--- src/rtl/fisr_newton_mult.sv ---
// Newton-step multiplier for a fast inverse square root: y_new = Init * NumCorr.
// Free-running 3-stage single-precision multiplier; truncating, flush-to-zero.
module fisr_newton_mult (
  input  logic        clk,
  input  logic        rst,
  input  logic        ce_in,
  input  logic [31:0] NumCorr,
  input  logic [31:0] Init,
  output logic [31:0] Result,
  output logic        ce_out,
  output logic [15:0] res_count
);

  // Valid protocol: ce_in marks the operand pair on NumCorr/Init as valid in
  // that cycle; there is no ready, the pipeline never stalls. ce_out marks
  // Result valid exactly three cycles later. Result changes every cycle, so
  // consumers must qualify it with ce_out.

  logic [7:0]  ea, eb;
  logic [22:0] fa, fb;
  logic        a_zero, b_zero, a_inf, b_inf, a_nan, b_nan;

  assign ea = NumCorr[30:23];
  assign eb = Init[30:23];
  assign fa = NumCorr[22:0];
  assign fb = Init[22:0];

  // Exponent 0 covers both zero and denormals; both are treated as zero.
  assign a_zero = (ea == 8'h00);
  assign b_zero = (eb == 8'h00);
  assign a_inf  = (ea == 8'hFF) && (fa == 23'h0);
  assign b_inf  = (eb == 8'hFF) && (fb == 23'h0);
  assign a_nan  = (ea == 8'hFF) && (fa != 23'h0);
  assign b_nan  = (eb == 8'hFF) && (fb != 23'h0);

  logic               s1_sign_d, s1_nan_d, s1_inf_d, s1_zero_d;
  logic [23:0]        s1_ma_d, s1_mb_d;
  logic signed [9:0]  s1_exp_d;

  assign s1_sign_d = NumCorr[31] ^ Init[31];
  assign s1_ma_d   = {1'b1, fa};
  assign s1_mb_d   = {1'b1, fb};
  assign s1_exp_d  = $signed({2'b00, ea}) + $signed({2'b00, eb}) - 10'sd127;
  assign s1_nan_d  = a_nan || b_nan || ((a_inf || b_inf) && (a_zero || b_zero));
  assign s1_inf_d  = a_inf || b_inf;
  assign s1_zero_d = a_zero || b_zero;

  logic               s1_sign_q, s1_nan_q, s1_inf_q, s1_zero_q;
  logic [23:0]        s1_ma_q, s1_mb_q;
  logic signed [9:0]  s1_exp_q;

  logic               s2_sign_q, s2_nan_q, s2_inf_q, s2_zero_q;
  logic [47:0]        s2_prod_q;
  logic signed [9:0]  s2_exp_q;

  // Data path registers carry no reset; only valid bits, count and Result do.
  always_ff @(posedge clk) begin
    s1_sign_q <= s1_sign_d;
    s1_nan_q  <= s1_nan_d;
    s1_inf_q  <= s1_inf_d;
    s1_zero_q <= s1_zero_d;
    s1_ma_q   <= s1_ma_d;
    s1_mb_q   <= s1_mb_d;
    s1_exp_q  <= s1_exp_d;

    s2_sign_q <= s1_sign_q;
    s2_nan_q  <= s1_nan_q;
    s2_inf_q  <= s1_inf_q;
    s2_zero_q <= s1_zero_q;
    s2_exp_q  <= s1_exp_q;
    s2_prod_q <= s1_ma_q * s1_mb_q;
  end

  logic signed [9:0] s3_exp;
  logic [22:0]       s3_mant;
  logic [31:0]       result_d;

  // Product of two 1.x mantissas lies in [1,4); bit 47 set means [2,4).
  always_comb begin
    s3_mant = 23'(s2_prod_q >> (s2_prod_q[47] ? 6'd24 : 6'd23));
    s3_exp  = s2_prod_q[47] ? (s2_exp_q + 10'sd1) : s2_exp_q;
    result_d = {s2_sign_q, s3_exp[7:0], s3_mant};
    if (s2_nan_q) begin
      result_d = 32'h7FC0_0000;
    end else if (s2_inf_q) begin
      result_d = {s2_sign_q, 8'hFF, 23'h0};
    end else if (s2_zero_q) begin
      result_d = {s2_sign_q, 31'h0};
    end else if (s3_exp >= 10'sd255) begin
      result_d = {s2_sign_q, 8'hFF, 23'h0};
    end else if (s3_exp <= 10'sd0) begin
      result_d = {s2_sign_q, 31'h0};
    end
  end

  logic [2:0]  valid_q, valid_d;
  logic [31:0] result_q;
  logic [15:0] res_count_q, res_count_d;

  assign valid_d     = {valid_q[1:0], ce_in};
  // Count advances together with ce_out so res_count already includes it.
  assign res_count_d = valid_q[1] ? (res_count_q + 16'd1) : res_count_q;

  always_ff @(posedge clk) begin
    if (rst) begin
      valid_q     <= 3'b000;
      result_q    <= 32'h0;
      res_count_q <= 16'h0;
    end else begin
      valid_q     <= valid_d;
      result_q    <= result_d;
      res_count_q <= res_count_d;
    end
  end

  assign Result    = result_q;
  assign ce_out    = valid_q[2];
  assign res_count = res_count_q;

endmodule

--- config.mk ---
export PLATFORM = sky130hd
export DESIGN_NAME = fisr_newton_mult
export DESIGN_NICKNAME = d
export VERILOG_FILES = /design/src/rtl/fisr_newton_mult.sv
export SDC_FILE = /design/constraint.sdc
export NUM_CORES = 2
export LEC_CHECK = 0
export ABC_AREA = 1
export CAP_MARGIN = 20
export CORE_ASPECT_RATIO = 1.4
export CORE_MARGIN = 3
export CORE_UTILIZATION = 45
export CTS_CLUSTER_DIAMETER = 50
export DETAILED_ROUTE_END_ITERATION = 10
export DONT_BUFFER_PORTS = 1
export PLACE_DENSITY_LB_ADDON = 0.12
export SYNTH_ARGS = -nofsm -noshare
export SYNTH_HDL_FRONTEND = slang
export SYNTH_SLANG_ARGS = --single-unit
--- constraint.sdc ---
create_clock -name clk -period 10.57 [get_ports clk]
set_input_delay 3.171 -clock clk [delete_from_list [all_inputs] [get_ports clk]]
set_output_delay 3.171 -clock clk [all_outputs]
set_load 0.02 [all_outputs]
==> impl_metrics.tcl <==
set metrics [dict create \
    outcome "finished, final reports clean" \
    hold_violations 0 \
    numCtsBuffers 17 \
    netlist_area_um2 24400 \
    cpMostUsedCell "fa_1" \
    min_period_ns 7.10 \
    num_io_pins 116 \
    synthFlopType "dfxtp_1" \
    clkTransAtPathRegs_ns 0.08 \
    gp_congestion 0.929 \
    synth.area.top_cells "fa_1, inv_1, dfxtp_1" \
    antenna_cells 0 \
    netlist_instances 3128 \
    overflow 0 \
    track_usage 0.261 \
    drt-total-wl_um 71300 \
    clock-sinks 150 \
    fin_skew_ns 0.0231 \
    arrival_ns 7.46 \
    drc_errors 0 \
    htree_levels 4 \
    tightestPinTransition_ns 1.11 \
    endpoint_kind "flip-flop" \
    synth-seq-cells 150 \
    cts-root-buf "clkbuf_16" \
    syn_area_per_cell_um2 7.79 \
    fillCellCount 5391 \
    cp_slowest_cell "dfxtp_1" \
    startpoint_type "flip-flop" \
    timing.setup.tns_ns 0 \
    drv_cap 0 \
    ys_seq_area_frac 0.123 \
    worstPathRequired_ns 10.93 \
    maxSlewViolCount 0 \
    rows 100 \
    hp-class "flip-flop to flip-flop" \
    dr_total_vias 18900 \
    dieArea_um2 57100 \
    dp_hpwl_um 56600 \
    critPathKind "flip-flop to flip-flop" \
    die_h_um 281 \
    initial_utilization 0.456 \
    synthesis.nets 3863 \
    drt-wirelength-per-cell_um 18.7 \
    syn_to_final_growth_pct 5.89 \
    fin_nets 3822 \
    yosys.cell_types.count 39 \
    clockBufferDepth 2 \
    ant_nets 0 \
    clk_latency_ns 0.48 \
    post-route-period-util 0.672 \
    cts_tree "done" \
    drive_above_1_share 0.0294 \
    grt_max_degree 35 \
    yosysWarnings 0 \
    hold-worst-slack_ns 0.323 \
    drt-pass1-iter-count 5 \
    synth_edf_count 0 \
    cts_hold_buf 0 \
    die_w_um 203 \
    worstPathMaxFanout 24 \
    netlist.area_leader.share 0.396 \
    max_stage_delay_ns 1.05 \
    cts_setup_buffers 0 \
    fmax_mhz 141 \
    grt_setup_unrepaired "no" \
    core-area_um2 53400 \
    antenna_found_initial 0 \
    grt_pass1_wl_um 114000 \
    holdPathStages 0 \
    cp_cell_sequence "nand2_1 > fa_1 > inv_1 > fa_1 > inv_1 > fa_1 > fa_1 > inv_1 > fa_1 > fa_1 > inv_1 > fa_1 > inv_1 > ha_1 > a21oi_1 > o21ai_0 > a21oi_1 > nor2_1 > o21ai_0 > nand3_1 > nand2_1 > nand2_1" \
    finalSetupViolCount 0 \
    io_buffer_count 0 \
    first_global_vias 20700 \
    async_reset_ff_frac 0 \
    timing.max_slew.rel_slack 0.250 \
    viasPerCell 4.95 \
    ctsResizeCount 0 \
    reg2regPathDepth 22 \
    yosys.area.top_type "fa_1" \
    initialDrtViolationCount 876 \
]
-- synthesized netlist by cell type, types with 15 or more instances --
library cell,count
fa_1,482
nand3_1,46
clkbuf_1,97
nor4_1,18
nor3_1,15
ha_1,186
o21ai_0,63
nand2_1,773
xor2_1,20
nor2_1,148
inv_1,967
nand4_1,18
dfxtp_1,150
a21oi_1,68
-- cells in the final DEF, fill, tap and decap left out, types with 2 or more instances in the layout --
cell       synthesis  final
a211oi_1           4      4
a21boi_0           3      3
a21o_1             8      8
a21oi_1           68     68
a21oi_2            3      3
a31oi_1            3      3
and2_1             5      5
and3_1             2      2
buf_16             0      2
buf_4              1     39
bufinv_16          0      2
clkbuf_16          0     17
dfxtp_1          150    150
fa_1             482    482
ha_1             186    186
inv_1            967    967
inv_2              2      2
inv_6              0      6
inv_8              0      2
nand2_1          773    773
nand2_2            3      3
nand3_1           46     46
nand4_1           18     18
nor2_1           148    148
nor2_2             6      6
nor2_4             2      2
nor3_1            15     15
nor3b_1            2      2
nor4_1            18     18
o21a_1             8      8
o21ai_0           63     63
o21ai_1            2      2
o21bai_1           6      6
xnor2_1            7      7
xor2_1            20     20
-- sequential cells by signal (all words and copies together), names as in the netlist, 3 cells and up --
name       count
Result        32
res_count     16
s1_exp_q      10
s1_ma_q       23
s1_mb_q       23
s2_exp_q      10
s2_prod_q     25
valid_q        3
-- logic make-up after synthesis --
logic type	synth area share
AO/OA/AOI/OAI	0.0387
XOR/XNOR	0.00970
adder cells (fa/ha/maj)	0.491
buffers and inverters	0.166
flip-flops	0.123
AND/OR/NAND/NOR	0.171
-- path summary, 6_finish.rpt --
check                                 start             to  slack [ns]
worst min-delay path            s1_exp_q[5]    s2_exp_q[5]        0.32
worst min register to register  s1_exp_q[5]    s2_exp_q[5]        0.32
worst max register to register   s1_mb_q[3]  s2_prod_q[46]        3.47
worst max-delay path             s1_mb_q[3]  s2_prod_q[46]        3.47
-- per-stage QoR --
stage,instances,instance area [um^2],setup slack [ns],util
floorplan,3128,24400,4.69,-
global placement,3780,25200,3.48,0.471
global route,3814,25800,3.23,0.483
finish,3814,25800,3.47,0.483
CTS,3814,25800,3.51,0.483
detailed placement,3782,25200,3.59,0.472
-- routing by layer --
layer,up-vias,global-route usage,part of all wire
met4,0,0.122,0.052
met5,-,0,0
met1,9456,0.296,0.37
met3,158,0.0357,0.041
met2,503,0.486,0.54
li1,8777,-,-
-- cell type report --
type	count	area (um^2)	share of cell area
sequential	150	3000	0.116
clock buffer	19	443	0.0172
timing repair buffer	41	348	0.0135
inverter	969	3640	0.141
tap	714	893	0.0346
multi-input combinational	1908	17300	0.672
clock inverter	13	156	0.00606
-- critical path, delay by kind of cell, from the launching register on --
| family | cells | cell delay (ns) |
|---|---|---|
| compound gates | 4 | 1.20 |
| fa+ha+maj | 8 | 3.94 |
| buf+inv | 5 | 0.26 |
| flops | 1 | 1.05 |
| simple gates | 5 | 0.52 |
Power is left out: the tool's default activity adds up to more than one toggle a clock period on the data nets, which glitch-free logic cannot reach.
